## config.mk

```make
export PLATFORM = sky130hd
export DESIGN_NAME = ssd_scan_driver
export DESIGN_NICKNAME = d
export VERILOG_FILES = /design/src/rtl/ssd_pkg.sv /design/src/rtl/ssd_slot_timer.sv /design/src/rtl/ssd_scan_driver.sv
export SDC_FILE = /design/constraint.sdc
export NUM_CORES = 1
export LEC_CHECK = 0
export CAP_MARGIN = 20
export CORE_ASPECT_RATIO = 1.5
export CORE_MARGIN = 2
export CORE_UTILIZATION = 52
export DETAILED_ROUTE_END_ITERATION = 8
export HOLD_SLACK_MARGIN = 0.02
export PLACE_DENSITY = 0.81
export SETUP_SLACK_MARGIN = 0.4
export SLEW_MARGIN = 20
export SYNTH_ARGS = -nofsm -noshare
export SYNTH_HDL_FRONTEND = slang
export SYNTH_SLANG_ARGS = --single-unit
```

## constraint.sdc

```tcl
create_clock -name clk -period 3.5 [get_ports clk]
set_input_delay 0.7 -clock clk [delete_from_list [all_inputs] [get_ports clk]]
set_output_delay 0.7 -clock clk [all_outputs]
set_load 0.01 [all_outputs]
```

## src/rtl/ssd_pkg.sv

```systemverilog
//------------------------------------------------------------------------------
// Module   : ssd_pkg
// Purpose  : Shared constants for the 4-digit 7-segment scan driver.
// Revision : 1.0 - initial release
//------------------------------------------------------------------------------
`default_nettype none

package ssd_pkg;

  localparam logic [6:0] SEG_0     = 7'b0000001;
  localparam logic [6:0] SEG_1     = 7'b1001111;
  localparam logic [6:0] SEG_BLANK = 7'h7F;
  localparam logic [3:0] AN_OFF    = 4'b1111;

  localparam logic [1:0] IDX_D1 = 2'd0;
  localparam logic [1:0] IDX_D2 = 2'd1;
  localparam logic [1:0] IDX_D3 = 2'd2;
  localparam logic [1:0] IDX_D4 = 2'd3;

  // Counter width that stays legal even for a modulus of 1.
  function automatic int cnt_width(input int n);
    return (n > 1) ? $clog2(n) : 1;
  endfunction

endpackage

`default_nettype wire

```

## src/rtl/ssd_slot_timer.sv

```systemverilog
//------------------------------------------------------------------------------
// Module   : ssd_slot_timer
// Purpose  : Digit slot counter, scan index and frame boundary pulse.
// Revision : 1.0 - initial release
//------------------------------------------------------------------------------
`default_nettype none

module ssd_slot_timer
  import ssd_pkg::*;
#(
  parameter int REFRESH_DIV = 50_000,
  parameter int SLOT_W      = 16
) (
  input  logic              clk,
  input  logic              rst,
  output logic [SLOT_W-1:0] slot_cnt,
  output logic [1:0]        idx,
  output logic              frame_tick
);

  localparam logic [SLOT_W-1:0] c_slot_last = SLOT_W'(REFRESH_DIV - 1);
  localparam logic [SLOT_W-1:0] c_slot_prev = SLOT_W'(REFRESH_DIV - 2);

  // frame_tick is set one cycle early so it is high exactly in the cycle
  // whose closing edge wraps idx from digit1 back to digit4.
  always_ff @(posedge clk or posedge rst) begin
    if (rst) begin
      slot_cnt   <= '0;
      idx        <= IDX_D4;
      frame_tick <= 1'b0;
    end else begin
      if (slot_cnt == c_slot_last) begin
        slot_cnt <= '0;
        idx      <= idx - 2'd1;
      end else begin
        slot_cnt <= slot_cnt + SLOT_W'(1);
      end
      frame_tick <= (idx == IDX_D1) && (slot_cnt == c_slot_prev);
    end
  end

endmodule

`default_nettype wire

```

## src/rtl/ssd_scan_driver.sv

```systemverilog
//------------------------------------------------------------------------------
// Module   : ssd_scan_driver
// Purpose  : Time-multiplexed 4-digit 7-segment driver with frame-coherent
//            updates, blank/blink, anti-ghosting guard and brightness PWM.
// Revision : 1.0 - initial release
//------------------------------------------------------------------------------
`default_nettype none

module ssd_scan_driver
  import ssd_pkg::*;
#(
  parameter int REFRESH_DIV  = 50_000,
  parameter int GUARD        = 500,
  parameter int BLINK_FRAMES = 100
) (
  input  logic       clk,
  input  logic       rst,
  input  logic [6:0] seg4_in,
  input  logic [6:0] seg3_in,
  input  logic [6:0] seg2_in,
  input  logic [6:0] seg1_in,
  input  logic       load,
  input  logic [3:0] blank_mask,
  input  logic [3:0] blink_mask,
  input  logic [2:0] brightness,
  output logic [6:0] seg_n,
  output logic [3:0] an_n,
  output logic       frame_tick,
  output logic       load_ack
);

  localparam int SLOT_W = cnt_width(REFRESH_DIV);
  localparam int FRM_W  = cnt_width(BLINK_FRAMES);
  localparam logic [FRM_W-1:0] c_frm_last = FRM_W'(BLINK_FRAMES - 1);

  logic [SLOT_W-1:0] w_slot_cnt;
  logic [1:0]        w_idx;
  logic              w_frame_tick;

  ssd_slot_timer #(
    .REFRESH_DIV (REFRESH_DIV),
    .SLOT_W      (SLOT_W)
  ) u_slot_timer (
    .clk        (clk),
    .rst        (rst),
    .slot_cnt   (w_slot_cnt),
    .idx        (w_idx),
    .frame_tick (w_frame_tick)
  );

  logic [3:0][6:0]  r_shd_pat, r_act_pat;
  logic [3:0]       r_shd_blank, r_shd_blink, r_act_blank, r_act_blink;
  logic             r_pending, r_act_valid;
  logic [FRM_W-1:0] r_frame_cnt;
  logic             r_blink_phase;
  logic [6:0]       r_seg_n;
  logic [3:0]       r_an_n;
  logic             w_commit;

  assign w_commit = w_frame_tick & r_pending;

  // r_act_valid keeps the display dark after reset until a pattern set commits.
  always_ff @(posedge clk or posedge rst) begin
    if (rst) begin
      r_shd_pat   <= {4{SEG_BLANK}};
      r_shd_blank <= '0;
      r_shd_blink <= '0;
      r_pending   <= 1'b0;
      r_act_pat   <= {4{SEG_BLANK}};
      r_act_blank <= '0;
      r_act_blink <= '0;
      r_act_valid <= 1'b0;
    end else begin
      if (w_commit) begin
        r_act_pat   <= r_shd_pat;
        r_act_blank <= r_shd_blank;
        r_act_blink <= r_shd_blink;
        r_act_valid <= 1'b1;
      end
      if (load) begin
        r_shd_pat   <= {seg4_in, seg3_in, seg2_in, seg1_in};
        r_shd_blank <= blank_mask;
        r_shd_blink <= blink_mask;
        r_pending   <= 1'b1;
      end else if (w_commit) begin
        r_pending   <= 1'b0;
      end
    end
  end

  always_ff @(posedge clk or posedge rst) begin
    if (rst) begin
      r_frame_cnt   <= '0;
      r_blink_phase <= 1'b0;
    end else if (w_frame_tick) begin
      if (r_frame_cnt == c_frm_last) begin
        r_frame_cnt   <= '0;
        r_blink_phase <= ~r_blink_phase;
      end else begin
        r_frame_cnt   <= r_frame_cnt + FRM_W'(1);
      end
    end
  end

  logic [31:0] w_slot_ext, w_on_cycles;
  logic        w_en;

  assign w_slot_ext  = 32'(w_slot_cnt);
  assign w_on_cycles = (32'(REFRESH_DIV - GUARD) * (32'(brightness) + 32'd1)) >> 3;
  assign w_en        = r_act_valid
                     && (w_slot_ext >= 32'(GUARD))
                     && (w_slot_ext < (32'(GUARD) + w_on_cycles))
                     && !r_act_blank[w_idx]
                     && !(r_act_blink[w_idx] && r_blink_phase);

  always_ff @(posedge clk or posedge rst) begin
    if (rst) begin
      r_seg_n <= SEG_BLANK;
      r_an_n  <= AN_OFF;
    end else begin
      r_seg_n <= w_en ? r_act_pat[w_idx] : SEG_BLANK;
      r_an_n  <= w_en ? ~(4'b0001 << w_idx) : AN_OFF;
    end
  end

  assign seg_n      = r_seg_n;
  assign an_n       = r_an_n;
  assign frame_tick = w_frame_tick;
  assign load_ack   = w_commit;

endmodule

`default_nettype wire

```

After elaboration in Yosys (flattened, before gate mapping)
Index checks and enable logic that the tools add are counted.
- add/subtract/negate cells: 5
- eq/ne operators: 3
- multipliers: 1
- bitwise gates (word level): 3
- shifts and indexed selects: 1
- order comparisons: 3
- reductions and logical operators: 11
- multiplexer cells: 12
- divide/modulo/power cells: 0
- operators by type and width (kind ; number):
    $eq A16 B16 Y1 const B ; 2
    $mux W7 ; 3
    $add A9 B17 Y18 const A ; 1
    $lt A16 B18 Y1 ; 1
    $mul A14 B4 Y18 const A ; 1
    $add A16 B1 Y16 const B ; 1
    $ge A16 B9 Y1 const B ; 1
    $mux W16 ; 1
    $bmux W7 S2 ; 1
    $add A7 B1 Y7 const B ; 1
    $eq A7 B7 Y1 const B ; 1
    $logic_and A1 B1 Y1 ; 6
    $add A3 B1 Y4 const B ; 1
    $bmux W1 S2 ; 2
    $mux W1 ; 4
    $mux W4 ; 1
    $not A4 Y4 ; 1
    $shl A1 B2 Y4 const A ; 1
    $lt A2 B3 Y1 const B ; 1
    $logic_not A1 Y1 ; 2
    $logic_not A2 Y1 ; 1
    $reduce_and A2 Y1 ; 1
    $reduce_bool A2 Y1 ; 1
    $sub A2 B1 Y2 const B ; 1
    2 further kinds ; 2
- bits in registers: 112
- bits of input ports: 42
- latch bits: 0
- memory bits (read-only): 0
- memories kept: 0
- memory bits (writable): 0
- output and inout bits: 13
- word-level logic and storage cells: 60

Depth between registers and ports, before layout
- word-level depth: 8
- depth in mapped cells: 23
- depth with buffers taken out: 21

Cells and area by module
From an unflattened synthesis, not the netlist that was laid out.
- cell total of the unflattened synthesis: 465
- area total of the unflattened synthesis: 5895.7 µm²
- modules (own cells, without submodules) (module ; instances ; cells each ; area an instance (µm²)):
    ssd_scan_driver ; 1 ; 381 ; 4954.8
    ssd_slot_timer ; 1 ; 84 ; 940.9

Worst setup path before layout
Ideal clock, no wire load.
- kind: input-to-reg
- from: input brightness[0]
- to: register r_an_n[0] (netlist: an_n[0])
- required time: 3.406 ns
- path slack: -1.693 ns
- buffers on the path: 2
- setup time: 0.094 ns
- arrival time: 5.099 ns
- cell stages on the path: 21
- path through: ha_1 > xor2_1 > fa_1 > inv_1 > ha_1 > ha_1 > a211oi_1 > o21ai_1 > xor2_1 > or4_1 > buf_2 > o41a_1 > o32ai_1 > ha_1 > nand4_1 > nor3_1 > o21ai_0 > a21oi_1 > o21ai_0 > clkbuf_1 > nand3_1
- longest elaborated chain between the ends: 8
- RTL lines (element ; RTL line ; source):
    from (decl) ; ssd_scan_driver.sv:25 ; input logic [2:0] brightness,
    $add A3 B1 Y4 ; ssd_scan_driver.sv:109 ; assign w_on_cycles = (32'(REFRESH_DIV - GUARD) * (32'(brightness) + 32'd1)) >> 3;
    $mul A14 B4 Y18 ; ssd_scan_driver.sv:109 ;
    $add A9 B17 Y18 ; ssd_scan_driver.sv:112 ; && (w_slot_ext < (32'(GUARD) + w_on_cycles))
    $lt A16 B18 Y1 ; ssd_scan_driver.sv:112 ;
    $logic_and A1 B1 Y1 ; ssd_scan_driver.sv:112 ;
    $logic_and A1 B1 Y1 ; ssd_scan_driver.sv:113 ; && !r_act_blank[w_idx]
    $logic_and A1 B1 Y1 ; ssd_scan_driver.sv:114 ; && !(r_act_blink[w_idx] && r_blink_phase);
    $mux W4 ; ssd_scan_driver.sv:122 ; r_an_n <= w_en ? ~(4'b0001 << w_idx) : AN_OFF;
    to (signal assigned) ; ssd_scan_driver.sv:122 ;
    to (decl) ; ssd_scan_driver.sv:57 ; logic [3:0] r_an_n;
No other way between the ends.
A chain may end at the register's enable or synchronous reset.

Final worst setup path
Ends and elaborated chain as after synthesis.

==> metrics.md <==
| Metric | Value |
|---|---|
| Status | complete, but fails checks |
| Failing checks | setup timing |
| CTS tree | yes |
| Starting density of the core | 0.531 |
| Top cells by area, synth | dfstp_2 31%, dfrtp_1 18%, mux2_2 14% |
| Routability cong. | 0.878 |
| Hpwl dp | 8.82 mm |
| Most frequent CP cell | ha_4 |
| Top_reg_cell synth | dfstp_2 |
| Final Hold Vio Count | 0 |
| Synth Net Count | 564 |
| Critical path startpoint category | primary input |
| Post-synth EDFFs | 0 |
| Final Power | 3.18 mW |
| Placed Instances | 696 |
| Crit-path max cell delay | 0.57 ns |
| Routing usage on met1 | 0.230 |
| Largest net degree at the start of global routing | 48 |
| Async S/R FF share, synth | 1.00 |
| Tightest Hold Check Type | flop to flop |
| Hold-fix buffers, CTS | 0 |
| Cell taking the most area after synthesis | dfstp_2 |
| Leak | 3.31 nW |
| RSZ-0062 raised after global routing | true |
| Die area | 12100 um2 |
| Buf+Inv Stages, Crit Path | 5 |
| F_max | 0.207 GHz |
| Area of the multi-input gates | 3080 um2 |
| Post-synthesis register bit count | 112 |
| Slew margin rel. | 0.449 |
| Max Slew Vio Count | 0 |
| Worst setup EP type | flop |
| Total GRT Usage | 0.212 |
| Io pins | 55 |
| Worst-case vdd ir drop | 0.395 mV |
| CP delay by family, top | adder cells |
| Area grow syn2layout | 28.9% |
| M3 GR Usage | 0.0430 |
| Die Y | 134 um |
| First-pass GRT wire length | 20.3 mm |
| Mapped Area | 5840 um2 |
| CP cell instances | buf_8 -> ha_4 -> xor2_4 -> fa_1 -> inv_2 -> ha_4 -> buf_4 -> ha_4 -> a211oi_2 -> o21ai_2 -> xor2_1 -> or4_4 -> buf_6 -> nor3b_4 -> o32ai_2 -> ha_1 -> nand4_1 -> nor3_1 -> o21ai_1 -> a21oi_2 -> o21ai_4 -> buf_12 -> nand3_2 |
| Clock latency on the worst-skew pair | 0.35 ns |
| Synth top area share | 0.311 |
| Final setup margin | -1.32 ns |
| Post-synthesis cell type count | 46 |
| Final WL | 12.7 mm |
| Clock Tree Root | clkbuf_16 |
| GR peak layer | met2 |
| Clock net sink count | 112 |
| Routing usage on met2 | 0.386 |
| Drt pass-1 iters | 4 |
| Drt wl/cell | 17.5 um |
| Diode count | 0 |
| Antenna-violating nets left | 0 |
| Seq/Total Area, Yosys | 0.495 |
| CP Max Fanout | 6 |
| Worst Setup Path Type | primary input to flop |
| Max cap viols | 0 |
| Num CTS Buffers | 9 |
| Switching share of total power | 0.268 |
| Total core area | 11000 um2 |
| YS warnings | 0 |
| H-tree depth reported by CTS | 3 |
| Layout Skew | 0.00949 ns |
| # rows | 47 |
| CP arrival | 5.10 ns |
| Cells after Synth | 471 |
| Seq. cell area | 2890 um2 |
| Clock network power share | 0.293 |
| Fill count | 759 |
| Starting DRT DRC Count | 145 |
| DIE WIDTH | 90.5 um |
| DRC Markers | 0 |
| DR vias | 4018 |
| Initial antenna violation count | 0 |
| Via/cell ratio | 5.55 |
| CTS max path bufs | 2 |
| GRT overflow | 0 |
| Slowest-stage cell, CP | fa_1 |
| Avg Cell Area, Syn | 12.4 um2 |
| Slew @ Worst Pin | 0.827 ns |
| Combinational power share | 0.271 |
| Final period util | 1.38 |
| Setup violations, final | 11 |
| WP data required | 3.78 ns |
| Number of global-route vias before repair | 4322 |
| Clock slew at reported path FFs | 0.07 ns |
| Layout cells sized above 1 | 0.471 |
| Power per cell area | 423 nW/um2 |
| Int Power | 2.33 mW |
| Buffers on Ports | 54 |
| NetSw | 852 uW |
| Final #Nets | 665 |
| Tmin final | 4.82 ns |
| Layout Cells excl Fill | 724 |
| Sequential share of power | 0.436 |
-- Yosys cell counts, types with 2 or more instances --
cell and number:
a21o_1 6, a21oi_1 8, and2_1 3, and3_1 6, buf_1 3, buf_2 3, clkbuf_1 9, dfrtp_1 43
dfstp_2 69, fa_1 4, ha_1 47, inv_1 26, mux2_2 73, mux2i_1 2, mux4_2 9, nand2_1 28
nand3_1 14, nand4_1 7, nor2_1 33, nor2b_1 3, nor3_1 5, nor4_1 5, o211ai_1 3, o21a_1 2
o21ai_0 6, o21ai_1 2, o22ai_1 2, or2_2 2, xnor2_1 22, xor2_1 10
-- registers in the layout, summed over array words and instances (netlist names), 2 cells and up --
register and cells:
r_act_pat 28, r_shd_pat 28, u_slot_timer.slot_cnt 16, r_frame_cnt 7, seg_n 7, an_n 4, r_act_blank 4, r_act_blink 4
r_shd_blank 4, r_shd_blink 4, u_slot_timer.idx 2
-- placed cells by master (no fill, tap or decap), types with 3 or more instances in the layout --
cell and instances:
clkdlybuf4s50_1 50, ha_4 8, nor4_1 4, o21ai_0 3
nor2_1 33, a21o_1 6, inv_2 6, nand2_2 5
nand3_2 4, inv_1 18, dfstp_2 69, ha_1 38
buf_4 45, clkbuf_1 3, nand3_1 10, clkbuf_16 10
nor3_1 4, a21oi_2 3, nand2_1 23, mux2_2 73
a21oi_1 5, nand4_1 7, dfrtp_1 43, and3_1 5
xnor2_1 19, o211ai_1 3, xor2_1 9, buf_12 3
mux4_2 9
-- routing by layer --
layer | routed length (um) | part of all wire
met3 | 454 | 0.036
met5 | 0 | 0
met2 | 7050 | 0.56
met1 | 4750 | 0.37
met4 | 441 | 0.035
-- what timing repair did --
item,CTS,global route
setup endpoints to repair,11,11
buffers inserted,2,8
gates resized for setup,28,29
gates cloned,0,1
pin swaps,11,23
-- power by group through the flow --
stage / sequential [mW] / combinational [mW] / clock [mW]
finish: 1.39 / 0.862 / 0.932
CTS: 1.39 / 0.734 / 0.952
floorplan: 1.40 / 0.448 / 0
global route: 1.39 / 0.936 / 1.00
detailed placement: 1.41 / 0.692 / 0
global placement: 1.40 / 0.666 / 0
-- worst reg2reg max path: stages, from the launching register on --
cell     delay, ns
dfstp_2       0.78
mux4_2        0.38
and4b_1       0.25
o21ai_1       0.06
buf_4         0.17
buf_4         0.14
nor2_1        0.13
nand2_2       0.07
-- cell families after synthesis --
kind of cell             synth area share
buffers and inverters              0.0270
adder cells (fa/ha/maj)             0.114
multiplexers                        0.179
flip-flops                          0.495
AO/OA/AOI/OAI                      0.0450
XOR/XNOR                           0.0480
AND/OR/NAND/NOR                    0.0913
-- path summary, 6_finish.rpt --
kind                                     start              to  slack, ns  cells past startpoint
max                              brightness[0]         an_n[0]      -1.32                     23
min                              r_blink_phase   r_blink_phase       0.47                      1
max reg2reg                u_slot_timer.idx[1]        seg_n[6]       1.45                      7
min reg2reg                      r_blink_phase   r_blink_phase       0.47                      1
max in group asynchronous                  rst   r_shd_pat[19]       2.05                      4
min in group asynchronous                  rst  r_act_blink[2]       0.65                      2
-- per-stage QoR --
step | setup slack, ns | hold slack (ns) | util | area (um2) | setup TNS (ns)
6_report | -1.32 | 0.474 | 0.684 | 7520 | -14.35
3_3_place_gp | -2.20 | 0.446 | 0.631 | 6940 | -24.01
4_1_cts | -1.26 | 0.477 | 0.663 | 7290 | -13.58
5_1_grt | -1.44 | 0.494 | 0.684 | 7520 | -15.54
3_5_place_dp | -2.43 | 0.464 | 0.631 | 6940 | -26.29
2_1_floorplan | -1.18 | 0.427 | - | 5980 | -12.65
-- final cells by class --
cell class,instances,share of cell area
Inverter,26,0.0138
Timing Repair Buffer,105,0.132
Tap cell,147,0.0245
Clock inverter,3,0.00266
Clock buffer,13,0.0333
Multi-Input combinational cell,318,0.410
Sequential cell,112,0.384
No activity file was read; power rests on OpenSTA's default activity.
